===== src/rtl/bp_be_late_wb_arbiter_pkg.sv =====
// Shared types and constants for the late-writeback arbiter slice.
// The writeback packet mirrors the bp_be internal-interface packet so the
// arbiter drops straight into the existing regfile write path.
package bp_be_late_wb_arbiter_pkg;

    typedef enum logic [3:0] {
        e_bp_default_cfg = 4'd0
    } bp_params_e;

    localparam int reg_addr_width_gp = 5;
    localparam int dword_width_gp    = 64;
    localparam int fflags_width_gp   = 5;
    // One pending-write bit per architectural register.
    localparam int score_width_gp    = 32;

    typedef struct packed {
        logic                         ird_w_v;
        logic                         frd_w_v;
        logic                         late;
        logic [reg_addr_width_gp-1:0] rd_addr;
        logic [dword_width_gp-1:0]    rd_data;
        logic                         fflags_w_v;
        logic [fflags_width_gp-1:0]   fflags;
    } bp_be_wb_pkt_s;

    // Packet width for a processor configuration.
    function automatic int wb_pkt_width_f(bp_params_e cfg);
        case (cfg)
            e_bp_default_cfg: wb_pkt_width_f = $bits(bp_be_wb_pkt_s);
            default:          wb_pkt_width_f = $bits(bp_be_wb_pkt_s);
        endcase
    endfunction

endpackage


===== src/rtl/bp_be_late_wb_arbiter_if.sv =====
// Bundle of the late-writeback sources, regfile write outputs and scoreboards.
//
// Handshake: each source presents pkt with v_i=1 and keeps both stable until
// the arbiter answers yumi_o=1 in the same cycle; the transfer happens on that
// clock edge. yumi_o is a combinational function of v_i and never rises while
// v_i=0. The regfile outputs (wb_pkt_o/wb_v_o) carry no backpressure.
interface bp_be_late_wb_arbiter_if;
    import bp_be_late_wb_arbiter_pkg::*;

    bp_be_wb_pkt_s                 long_iwb_pkt_i;
    logic                          long_iwb_v_i;
    logic                          long_iwb_yumi_o;
    bp_be_wb_pkt_s                 long_fwb_pkt_i;
    logic                          long_fwb_v_i;
    logic                          long_fwb_yumi_o;
    bp_be_wb_pkt_s                 mem_iwb_pkt_i;
    logic                          mem_iwb_v_i;
    logic                          mem_iwb_yumi_o;
    bp_be_wb_pkt_s                 mem_fwb_pkt_i;
    logic                          mem_fwb_v_i;
    logic                          mem_fwb_yumi_o;
    logic                          irf_busy_i;
    logic                          frf_busy_i;
    logic                          issue_v_i;
    logic                          issue_fp_i;
    logic [reg_addr_width_gp-1:0]  issue_rd_addr_i;
    bp_be_wb_pkt_s                 iwb_pkt_o;
    logic                          iwb_v_o;
    bp_be_wb_pkt_s                 fwb_pkt_o;
    logic                          fwb_v_o;
    logic [score_width_gp-1:0]     iscore_o;
    logic [score_width_gp-1:0]     fscore_o;
    logic                          fflags_clear_i;
    logic [fflags_width_gp-1:0]    fflags_o;

    modport master (
        output long_iwb_pkt_i, long_iwb_v_i, long_fwb_pkt_i, long_fwb_v_i,
        output mem_iwb_pkt_i, mem_iwb_v_i, mem_fwb_pkt_i, mem_fwb_v_i,
        output irf_busy_i, frf_busy_i, issue_v_i, issue_fp_i, issue_rd_addr_i,
        output fflags_clear_i,
        input  long_iwb_yumi_o, long_fwb_yumi_o, mem_iwb_yumi_o, mem_fwb_yumi_o,
        input  iwb_pkt_o, iwb_v_o, fwb_pkt_o, fwb_v_o, iscore_o, fscore_o, fflags_o
    );

    modport slave (
        input  long_iwb_pkt_i, long_iwb_v_i, long_fwb_pkt_i, long_fwb_v_i,
        input  mem_iwb_pkt_i, mem_iwb_v_i, mem_fwb_pkt_i, mem_fwb_v_i,
        input  irf_busy_i, frf_busy_i, issue_v_i, issue_fp_i, issue_rd_addr_i,
        input  fflags_clear_i,
        output long_iwb_yumi_o, long_fwb_yumi_o, mem_iwb_yumi_o, mem_fwb_yumi_o,
        output iwb_pkt_o, iwb_v_o, fwb_pkt_o, fwb_v_o, iscore_o, fscore_o, fflags_o
    );

endinterface


===== src/rtl/bp_be_late_wb_slice.sv =====
// One register file's late-writeback path: 2:1 round-robin between the long
// pipe and the memory pipe, the registered regfile write, and the
// pending-late-write scoreboard for that file.
module bp_be_late_wb_slice
    import bp_be_late_wb_arbiter_pkg::*;
#(
    parameter int pkt_width_p = $bits(bp_be_wb_pkt_s),
    // Integer file: x0 is hardwired, so it never becomes pending.
    parameter bit no_r0_p     = 1'b0
) (
    input  logic                          clk_i,
    input  logic                          reset_i,
    input  logic [pkt_width_p-1:0]        i_long_pkt,
    input  logic                          i_long_v,
    output logic                          o_long_yumi,
    input  logic [pkt_width_p-1:0]        i_mem_pkt,
    input  logic                          i_mem_v,
    output logic                          o_mem_yumi,
    input  logic                          i_busy,
    input  logic                          i_set_v,
    input  logic [reg_addr_width_gp-1:0]  i_set_addr,
    output logic [pkt_width_p-1:0]        o_wb_pkt,
    output logic                          o_wb_v,
    output logic [score_width_gp-1:0]     o_score,
    output logic [fflags_width_gp-1:0]    o_grant_fflags
);

    bp_be_wb_pkt_s               w_long_pkt;
    bp_be_wb_pkt_s               w_mem_pkt;
    bp_be_wb_pkt_s               w_gnt_pkt;
    logic                        w_req_long;
    logic                        w_req_mem;
    logic                        w_gnt_long;
    logic                        w_gnt_mem;
    logic                        w_gnt;
    logic [score_width_gp-1:0]   w_set_mask;
    logic [score_width_gp-1:0]   w_clr_mask;

    // Round-robin state: 0 -> long wins a tie, 1 -> mem wins a tie.
    logic                        r_prio_mem;
    bp_be_wb_pkt_s               r_pkt;
    logic                        r_v;
    logic [score_width_gp-1:0]   r_score;

    assign w_long_pkt = bp_be_wb_pkt_s'(i_long_pkt);
    assign w_mem_pkt  = bp_be_wb_pkt_s'(i_mem_pkt);

    // A busy write port stalls both sources; reset silences every yumi.
    assign w_req_long = i_long_v & ~i_busy & ~reset_i;
    assign w_req_mem  = i_mem_v  & ~i_busy & ~reset_i;
    assign w_gnt_long = w_req_long & (~w_req_mem | ~r_prio_mem);
    assign w_gnt_mem  = w_req_mem & ~w_gnt_long;
    assign w_gnt      = w_gnt_long | w_gnt_mem;

    assign o_long_yumi = w_gnt_long;
    assign o_mem_yumi  = w_gnt_mem;

    // Select the granted packet and mark it as a late write.
    always_comb begin
        w_gnt_pkt      = w_gnt_long ? w_long_pkt : w_mem_pkt;
        w_gnt_pkt.late = 1'b1;
    end

    // Scoreboard set/clear masks for this cycle.
    always_comb begin
        w_set_mask = '0;
        w_clr_mask = '0;
        if (i_set_v && !(no_r0_p && (i_set_addr == '0))) begin
            w_set_mask[i_set_addr] = 1'b1;
        end
        if (w_gnt) begin
            w_clr_mask[w_gnt_pkt.rd_addr] = 1'b1;
        end
    end

    assign o_grant_fflags = (w_gnt && w_gnt_pkt.fflags_w_v) ? w_gnt_pkt.fflags : '0;

    // Flip the tie-break toward the other source after every grant.
    always_ff @(posedge clk_i or posedge reset_i) begin
        if (reset_i) begin
            r_prio_mem <= 1'b0;
        end else if (w_gnt) begin
            r_prio_mem <= w_gnt_long;
        end
    end

    // Registered regfile write; the packet holds while no write is issued.
    always_ff @(posedge clk_i or posedge reset_i) begin
        if (reset_i) begin
            r_v   <= 1'b0;
            r_pkt <= '0;
        end else begin
            r_v <= w_gnt;
            if (w_gnt) begin
                r_pkt <= w_gnt_pkt;
            end
        end
    end

    // Pending-write scoreboard; a same-cycle set overrides the clear.
    always_ff @(posedge clk_i or posedge reset_i) begin
        if (reset_i) begin
            r_score <= '0;
        end else begin
            r_score <= (r_score & ~w_clr_mask) | w_set_mask;
        end
    end

    assign o_wb_pkt = r_pkt;
    assign o_wb_v   = r_v;
    assign o_score  = r_score;

endmodule


===== src/rtl/bp_be_late_wb_arbiter.sv =====
// Late-writeback arbiter: independent integer and FP slices plus the
// accumulated floating-point exception flags.
module bp_be_late_wb_arbiter
    import bp_be_late_wb_arbiter_pkg::*;
#(
    parameter bp_params_e bp_params_p = e_bp_default_cfg
) (
    input  logic                    clk_i,
    input  logic                    reset_i,
    bp_be_late_wb_arbiter_if.slave  bus
);

    localparam int wb_pkt_width_lp = wb_pkt_width_f(bp_params_p);

    logic [fflags_width_gp-1:0] w_iflags;
    logic [fflags_width_gp-1:0] w_fflags;
    logic [fflags_width_gp-1:0] w_flags;
    logic [fflags_width_gp-1:0] r_fflags;

    bp_be_late_wb_slice #(
        .pkt_width_p (wb_pkt_width_lp),
        .no_r0_p     (1'b1)
    ) u_int (
        .clk_i          (clk_i),
        .reset_i        (reset_i),
        .i_long_pkt     (bus.long_iwb_pkt_i),
        .i_long_v       (bus.long_iwb_v_i),
        .o_long_yumi    (bus.long_iwb_yumi_o),
        .i_mem_pkt      (bus.mem_iwb_pkt_i),
        .i_mem_v        (bus.mem_iwb_v_i),
        .o_mem_yumi     (bus.mem_iwb_yumi_o),
        .i_busy         (bus.irf_busy_i),
        .i_set_v        (bus.issue_v_i & ~bus.issue_fp_i),
        .i_set_addr     (bus.issue_rd_addr_i),
        .o_wb_pkt       (bus.iwb_pkt_o),
        .o_wb_v         (bus.iwb_v_o),
        .o_score        (bus.iscore_o),
        .o_grant_fflags (w_iflags)
    );

    bp_be_late_wb_slice #(
        .pkt_width_p (wb_pkt_width_lp),
        .no_r0_p     (1'b0)
    ) u_fp (
        .clk_i          (clk_i),
        .reset_i        (reset_i),
        .i_long_pkt     (bus.long_fwb_pkt_i),
        .i_long_v       (bus.long_fwb_v_i),
        .o_long_yumi    (bus.long_fwb_yumi_o),
        .i_mem_pkt      (bus.mem_fwb_pkt_i),
        .i_mem_v        (bus.mem_fwb_v_i),
        .o_mem_yumi     (bus.mem_fwb_yumi_o),
        .i_busy         (bus.frf_busy_i),
        .i_set_v        (bus.issue_v_i & bus.issue_fp_i),
        .i_set_addr     (bus.issue_rd_addr_i),
        .o_wb_pkt       (bus.fwb_pkt_o),
        .o_wb_v         (bus.fwb_v_o),
        .o_score        (bus.fscore_o),
        .o_grant_fflags (w_fflags)
    );

    assign w_flags = w_iflags | w_fflags;

    // Accumulate granted flags; a clear keeps only this cycle's flags.
    always_ff @(posedge clk_i or posedge reset_i) begin
        if (reset_i) begin
            r_fflags <= '0;
        end else if (bus.fflags_clear_i) begin
            r_fflags <= w_flags;
        end else begin
            r_fflags <= r_fflags | w_flags;
        end
    end

    assign bus.fflags_o = r_fflags;

endmodule

===== src/flat_wrapper.sv =====
// flat-port wrapper written by rule: the top's interface ports become plain ports
module bp_be_late_wb_arbiter_flat import bp_be_late_wb_arbiter_pkg::*;
#(
    parameter bp_params_e bp_params_p = e_bp_default_cfg
)
  (clk_i, reset_i, bus_long_iwb_pkt_i, bus_long_iwb_v_i, bus_long_fwb_pkt_i, bus_long_fwb_v_i, bus_mem_iwb_pkt_i, bus_mem_iwb_v_i, bus_mem_fwb_pkt_i, bus_mem_fwb_v_i, bus_irf_busy_i, bus_frf_busy_i, bus_issue_v_i, bus_issue_fp_i, bus_issue_rd_addr_i, bus_fflags_clear_i, bus_long_iwb_yumi_o, bus_long_fwb_yumi_o, bus_mem_iwb_yumi_o, bus_mem_fwb_yumi_o, bus_iwb_pkt_o, bus_iwb_v_o, bus_fwb_pkt_o, bus_fwb_v_o, bus_iscore_o, bus_fscore_o, bus_fflags_o);
  bp_be_late_wb_arbiter_if bus_i ();
  input  logic clk_i;
  input  logic reset_i;
  input wire logic [$bits(bus_i.long_iwb_pkt_i)-1:0] bus_long_iwb_pkt_i;
  input wire logic [$bits(bus_i.long_iwb_v_i)-1:0] bus_long_iwb_v_i;
  input wire logic [$bits(bus_i.long_fwb_pkt_i)-1:0] bus_long_fwb_pkt_i;
  input wire logic [$bits(bus_i.long_fwb_v_i)-1:0] bus_long_fwb_v_i;
  input wire logic [$bits(bus_i.mem_iwb_pkt_i)-1:0] bus_mem_iwb_pkt_i;
  input wire logic [$bits(bus_i.mem_iwb_v_i)-1:0] bus_mem_iwb_v_i;
  input wire logic [$bits(bus_i.mem_fwb_pkt_i)-1:0] bus_mem_fwb_pkt_i;
  input wire logic [$bits(bus_i.mem_fwb_v_i)-1:0] bus_mem_fwb_v_i;
  input wire logic [$bits(bus_i.irf_busy_i)-1:0] bus_irf_busy_i;
  input wire logic [$bits(bus_i.frf_busy_i)-1:0] bus_frf_busy_i;
  input wire logic [$bits(bus_i.issue_v_i)-1:0] bus_issue_v_i;
  input wire logic [$bits(bus_i.issue_fp_i)-1:0] bus_issue_fp_i;
  input wire logic [$bits(bus_i.issue_rd_addr_i)-1:0] bus_issue_rd_addr_i;
  input wire logic [$bits(bus_i.fflags_clear_i)-1:0] bus_fflags_clear_i;
  output wire logic [$bits(bus_i.long_iwb_yumi_o)-1:0] bus_long_iwb_yumi_o;
  output wire logic [$bits(bus_i.long_fwb_yumi_o)-1:0] bus_long_fwb_yumi_o;
  output wire logic [$bits(bus_i.mem_iwb_yumi_o)-1:0] bus_mem_iwb_yumi_o;
  output wire logic [$bits(bus_i.mem_fwb_yumi_o)-1:0] bus_mem_fwb_yumi_o;
  output wire logic [$bits(bus_i.iwb_pkt_o)-1:0] bus_iwb_pkt_o;
  output wire logic [$bits(bus_i.iwb_v_o)-1:0] bus_iwb_v_o;
  output wire logic [$bits(bus_i.fwb_pkt_o)-1:0] bus_fwb_pkt_o;
  output wire logic [$bits(bus_i.fwb_v_o)-1:0] bus_fwb_v_o;
  output wire logic [$bits(bus_i.iscore_o)-1:0] bus_iscore_o;
  output wire logic [$bits(bus_i.fscore_o)-1:0] bus_fscore_o;
  output wire logic [$bits(bus_i.fflags_o)-1:0] bus_fflags_o;
  assign bus_i.long_iwb_pkt_i = bus_long_iwb_pkt_i;
  assign bus_i.long_iwb_v_i = bus_long_iwb_v_i;
  assign bus_i.long_fwb_pkt_i = bus_long_fwb_pkt_i;
  assign bus_i.long_fwb_v_i = bus_long_fwb_v_i;
  assign bus_i.mem_iwb_pkt_i = bus_mem_iwb_pkt_i;
  assign bus_i.mem_iwb_v_i = bus_mem_iwb_v_i;
  assign bus_i.mem_fwb_pkt_i = bus_mem_fwb_pkt_i;
  assign bus_i.mem_fwb_v_i = bus_mem_fwb_v_i;
  assign bus_i.irf_busy_i = bus_irf_busy_i;
  assign bus_i.frf_busy_i = bus_frf_busy_i;
  assign bus_i.issue_v_i = bus_issue_v_i;
  assign bus_i.issue_fp_i = bus_issue_fp_i;
  assign bus_i.issue_rd_addr_i = bus_issue_rd_addr_i;
  assign bus_i.fflags_clear_i = bus_fflags_clear_i;
  assign bus_long_iwb_yumi_o = bus_i.long_iwb_yumi_o;
  assign bus_long_fwb_yumi_o = bus_i.long_fwb_yumi_o;
  assign bus_mem_iwb_yumi_o = bus_i.mem_iwb_yumi_o;
  assign bus_mem_fwb_yumi_o = bus_i.mem_fwb_yumi_o;
  assign bus_iwb_pkt_o = bus_i.iwb_pkt_o;
  assign bus_iwb_v_o = bus_i.iwb_v_o;
  assign bus_fwb_pkt_o = bus_i.fwb_pkt_o;
  assign bus_fwb_v_o = bus_i.fwb_v_o;
  assign bus_iscore_o = bus_i.iscore_o;
  assign bus_fscore_o = bus_i.fscore_o;
  assign bus_fflags_o = bus_i.fflags_o;
  bp_be_late_wb_arbiter #(.bp_params_p(bp_params_p)) u_core (.clk_i(clk_i), .reset_i(reset_i), .bus(bus_i));
endmodule

===== config.mk =====
export PLATFORM = sky130hd
export DESIGN_NAME = bp_be_late_wb_arbiter_flat
export DESIGN_NICKNAME = d
export VERILOG_FILES = /design/src/rtl/bp_be_late_wb_arbiter_pkg.sv /design/src/rtl/bp_be_late_wb_arbiter_if.sv /design/src/rtl/bp_be_late_wb_slice.sv /design/src/rtl/bp_be_late_wb_arbiter.sv /design/src/flat_wrapper.sv
export SDC_FILE = /design/constraint.sdc
export NUM_CORES = 1
export LEC_CHECK = 0
export BUFFER_PORTS_ARGS = -buffer_cell sky130_fd_sc_hd__buf_2
export CAP_MARGIN = 20
export CORE_AREA = 4 4 215 217
export CTS_CLUSTER_SIZE = 24
export DETAILED_ROUTE_END_ITERATION = 16
export DIE_AREA = 0 0 219 221
export PLACE_DENSITY = 0.51
export SETUP_SLACK_MARGIN = 0.02
export SKIP_CTS_REPAIR_TIMING = 1
export SLEW_MARGIN = 20
export SYNTH_ARGS = -nofsm -noshare
export SYNTH_HDL_FRONTEND = slang
export SYNTH_SLANG_ARGS = --single-unit

===== constraint.sdc =====
create_clock -name clk_i -period 16.9 [get_ports clk_i]
set_input_delay 0.845 -clock clk_i [delete_from_list [all_inputs] [get_ports clk_i]]
set_output_delay 0.845 -clock clk_i [all_outputs]
set_load 0.05 [all_outputs]

* Word-level counts from Yosys, hierarchy flattened
Index checks and enable logic that the tools add are counted.
** Word-level totals
- Flip-flop bits (word level) :: 229
- Latch bits :: 0
- Memory bits (writable) :: 0
- Bits in read-only memories :: 0
- Input bits :: 328
- Word-level logic and storage cells :: 86
- Memories :: 0
** Operators by class
- Add/subtract/negate cells :: 0
- Multiply operators :: 0
- Divide/modulo/power cells :: 0
- Order comparisons :: 6
- Equal/unequal tests :: 0
- Shift operators :: 0
- Mux-type cells :: 15
- Bitwise logic cells :: 36
- Reduce and logical (&&, ||, !) cells :: 8
** Operator list (count)
- $mux 78 :: 2
- $mux 32 :: 4
- $and 32x32->32 :: 2
- $not 32->32 :: 2
- $or 32x32->32 :: 2
- $lt 5x6->1 const B :: 3
- $demux 1 s5 :: 3
- $ge 5x1->1 const B :: 3
- $mux 5 :: 3
- $and 1x1->1 :: 14
- $not 1->1 :: 10
- $or 5x5->5 :: 2
- $logic_and 1x1->1 :: 6
- $logic_not 5->1 :: 1
- $or 1x1->1 :: 4
- $mux 1 :: 3
- $logic_not 1->1 :: 1

* Logic depth before layout (Yosys ltp)
- Depth in word-level cells :: 15
- Gate-level depth with buffers :: 8
- Mapped depth without buffers :: 4

* Modules after synthesis
From an unflattened synthesis, not the netlist that was laid out.
** Second synthesis, totals
- Cells, all modules :: 1035
- Area total of the unflattened synthesis :: 10681.5 um2
** By module, submodules not included
- bp_be_late_wb_slice (u_core.u_int) :: times used 1, cells an instance 501, area an instance 5290.1 um2, sequential area each 2802.7 um2
- bp_be_late_wb_slice (u_core.u_fp) :: times used 1, cells an instance 511, area an instance 5183.7 um2, sequential area each 2802.7 um2
- bp_be_late_wb_arbiter :: times used 1, cells an instance 23, area an instance 207.7 um2, sequential area each 125.1 um2

* Least setup slack after synthesis
Ideal clock, no wire load.
- Path type :: input to output
- From :: in reset_i
- To :: out bus_long_iwb_yumi_o
- Arrival :: 2.306 ns
- Slack :: 13.749 ns
- Stages on the path :: 5
- Path buffers :: 3
- Path through :: buf_6 or3b_1 clkbuf_2 nor2_2 clkbuf_1
** On the way
- Cells in the longest elaborated chain, start to end :: 5
- Elaborated cells between the ends (all ways) :: 6
- Those cells by class :: bitwise (6)
** RTL lines
- start: declaration :: RTL line flat_wrapper.sv:9 : input logic reset_i;
- $not 1->1 (*) :: RTL line bp_be_late_wb_slice.sv:49, bp_be_late_wb_slice.sv:50
- $and 1x1->1 :: RTL line bp_be_late_wb_slice.sv:50 : assign w_req_mem = i_mem_v & ~i_busy & ~reset_i;
- $not 1->1 :: RTL line bp_be_late_wb_slice.sv:51 : assign w_gnt_long = w_req_long & (~w_req_mem | ~r_prio_mem);
- $or 1x1->1 :: RTL line bp_be_late_wb_slice.sv:51
- $and 1x1->1 (*) :: RTL line bp_be_late_wb_slice.sv:51
- end: declaration :: RTL line flat_wrapper.sv:24 : output wire logic [$bits(bus_i.long_iwb_yumi_o)-1:0] bus_long_iwb_yumi_o;
Every way passes the cells marked *; elsewhere a longest branch is shown, timed or not.

* Final worst setup path
- From :: in reset_i
- To :: out bus_long_fwb_yumi_o
** On the way
- Cells in the longest elaborated chain, start to end :: 5
- Elaborated cells between the ends (all ways) :: 6
- Those cells by class :: bitwise (6)
** RTL lines
- $not 1->1 (*) :: RTL line bp_be_late_wb_slice.sv:49, bp_be_late_wb_slice.sv:50
- $and 1x1->1 :: RTL line bp_be_late_wb_slice.sv:50
- $not 1->1 :: RTL line bp_be_late_wb_slice.sv:51
- $or 1x1->1 :: RTL line bp_be_late_wb_slice.sv:51
- $and 1x1->1 (*) :: RTL line bp_be_late_wb_slice.sv:51
- end: declaration :: RTL line flat_wrapper.sv:25 : output wire logic [$bits(bus_i.long_fwb_yumi_o)-1:0] bus_long_fwb_yumi_o;
Marked as above.

==> metrics.txt <==
layout cell share with drive strength beyond 1=between 40% and 50%; Critical Path RT=16.06 ns; FF-to-FF End=u_core.bus.fflags_o[2]; CTS buffer count=27; fin cells=around 2100; largest net degree at the start of global routing=90; grt total ovfl=0; setup TNS=0 ns; DRC Markers=0; initial antenna violation count=7; Hold Violations, Final=0; post-route clock skew=~0.0073 ns; Detail Route Antenna Nets=0; first-pass GRT wire length=about 65000 µm; Worst setup SP type=input port; register area share after synthesis=~55%; via count=10600; post-synthesis cell count=about 1000; GP Congestion=approximately 0.87; RSZ-0062 raised after global routing=false; Relative slew margins=approximately 25%; Critical Path End Type=primary output; Skew-Pair Late Insertion Delay=about 0.55 ns; period utilization=between 20% and 30%; WL final=43600 µm; Yosys cell types=47; min cycle time layout=3.87 ns; post-synth top area share=around 55%; initial core utilization=23.5%; Syn Area/Cell=around 10 µm²; CP max stage cell=or3b_2; peak supply drop=between 0.00007 and 0.00008 V; WL/cell=a little over 20 µm; Syn Nets=about 1300; CTS Root Buffer Type=clkbuf_16; ys async rst share=100%; cells taking the most area after synthesis=dfrtp_1 (55%), a222oi_1 (13%), inv_1 (7.1%); vias per cell=slightly below 5; CP delay by family, top=buffers and inverters; Leakage Power=roughly 8 nW; clk sinks=229; CP arrival=3.02 ns; Final Cell Area=approximately 15000 µm²; die area=approximately 48000 µm²; slowest stage delay, CP=around 0.57 ns; worst r2r src=u_core.u_int.r_prio_mem; Post-synth EDFFs=0; Slew Viols, Final=0; R2R cell count=5; P&R area growth vs syn=42.2%; worst slew pin tran=1.11 ns; Pwr Density=between 100 and 150 nW/µm²; setup violators final=0; Hold WS=a little over 0.4 ns; number of global-route vias before repair=about 11000; clock-pin slew on the worst setup and hold paths=approximately 0.060 ns; DP Worst Slack=13.09 ns; crit-path max FO=between 40 and 50; Die X=219 µm; Global Route Usage Sum=between 15 and 20%; fin nets=about 1800; CP Cell Sequence=buf_2, or3b_2, nor2_4, buf_4, buf_4, buf_2; Setup WS post-layout=roughly 13 ns; Yosys warning count=0; synthesized flop and latch total=approximately 230; Clock Path Buffers=3; status=complete, no violations; FP Rows=77; TritonCTS clock tree=yes; critical path class=in2out; placed inst area=roughly 14000 µm²; number of H-tree levels=1; HPWL after DPL=between 30000 and 40000 µm; core region area=around 44000 µm²; Fmax=259 MHz; DRT iter0 DRCs=1429; port buffer count=about 550; Syn Std Cell Area=10400 µm²; IO Count=between 500 and 600; Cell Count Post-Placement=around 2100; Synth Flop Type=dfrtp_1; DIE HEIGHT=about 220 µm; Crit. Startpoint=reset_i; Hold Crit Class=in2async; total of max-cap violations=0; flop2flop setup slack=about 14 ns; Buf/Inv on CP=4; largest area contributor in the netlist=dfrtp_1; 1st-pass router iterations=15
-- placed cells by master (no fill, tap or decap), types with 19 or more instances in the layout --
| master | instances |
|---|---|
| buf_2 | 554 |
| dfrtp_1 | 229 |
| inv_1 | 194 |
| a222oi_1 | 132 |
| o21ai_0 | 54 |
| nor2_1 | 39 |
| nand3_1 | 34 |
| a31oi_1 | 33 |
| nand2_1 | 32 |
| clkbuf_16 | 27 |
| a21oi_1 | 19 |
| a22oi_1 | 19 |
-- final cells by class --
type / instances / area [µm²]
well taps: 592 / 741
diodes: 8 / 20.0
inverters: 195 / 739
repair buffers: 568 / 2900
clock inverters: 17 / 238
clock buffers: 33 / 728
multi-input cells: 499 / 3620
fillers: 4671 / 29400
flip-flops and latches: 229 / 5730
-- cells in the mapped netlist, drive strengths merged (2+ instances only) --
cell type and n:
a2111o 6, a211oi 2, a21oi 19, a222oi 132, a22o 2, a22oi 19
a31oi 33, a32o 2, a32oi 4, and2 6, buf 22, clkbuf 57
dfrtp 229, inv 195, mux2i 12, nand2 32, nand2b 9, nand3 34
nand3b 3, nand4 10, nand4b 7, nand4bb 2, nor2 41, nor2b 4
nor3 2, nor3b 3, nor4b 3, o2111ai 12, o211a 2, o211ai 7
o21ai 56, o221ai 5, o22ai 16, o41ai 4, or3b 5, or4 2
-- routing by layer --
metal,routed length (µm),vias up,track usage [%]
met5,0,-,0
li1,-,4811,-
met1,17600,5203,22.0
met3,3580,87,3.77
met4,1320,0,5.55
met2,21100,535,28.5
-- cell families (layout without fill, tap and decap cells) --
kind of cell	Yosys count	in the layout	synth area share, %
AOI/OAI and AO/OA	321	321	24.7
buffers and inverters	274	813	10.3
DFF	229	229	55.4
muxes	12	12	1.16
other	0	8	0
and+or+nand+nor	166	166	8.50
-- registers in the layout (all words and copies together), names as in the netlist --
register and cells:
u_core.bus.fflags_o 5, u_core.u_int.o_score 32, u_core.u_fp.o_wb_v 1, u_core.u_fp.o_wb_pkt 78, u_core.u_fp.o_score 32, u_core.u_fp.r_prio_mem 1, u_core.u_int.o_wb_v 1, u_core.u_int.r_prio_mem 1
u_core.u_int.o_wb_pkt 78
-- worst register-to-register path: cells and delay by family, from the launching register on --
kind                   cells  cell delay [ns]
buffers and inverters      1             0.64
and+or+nand+nor            2             0.63
DFF                        1             0.47
AOI/OAI and AO/OA          2             0.85
-- worst max-delay path by stage --
stage,cells after the start,end
CTS,6,bus_long_fwb_yumi_o
global placement,6,bus_long_fwb_yumi_o
detailed placement,6,bus_long_fwb_yumi_o
global route,6,bus_long_fwb_yumi_o
floorplan,2,u_core.bus.fflags_o[0]
finish,6,bus_long_fwb_yumi_o
-- per-stage QoR --
| step | util, % | power (mW) |
|---|---|---|
| after floorplan | - | 1.11 |
| after global placement | 31.0 | 1.30 |
| after detailed placement | 31.1 | 1.31 |
| after CTS | 33.3 | 1.95 |
| after global routing | 33.3 | 2.02 |
| final | 33.4 | 1.93 |
-- power breakdown --
part / total [mW] / leakage [nW] / switching, mW / internal (mW)
sequential: 0.688 / 2.64 / 0.0557 / 0.632
clock: 0.630 / 0.458 / 0.246 / 0.385
combinational: 0.608 / 4.73 / 0.459 / 0.149
total: 1.93 / 7.83 / 0.761 / 1.17
Note: power is estimated with default switching activity, not from simulation.
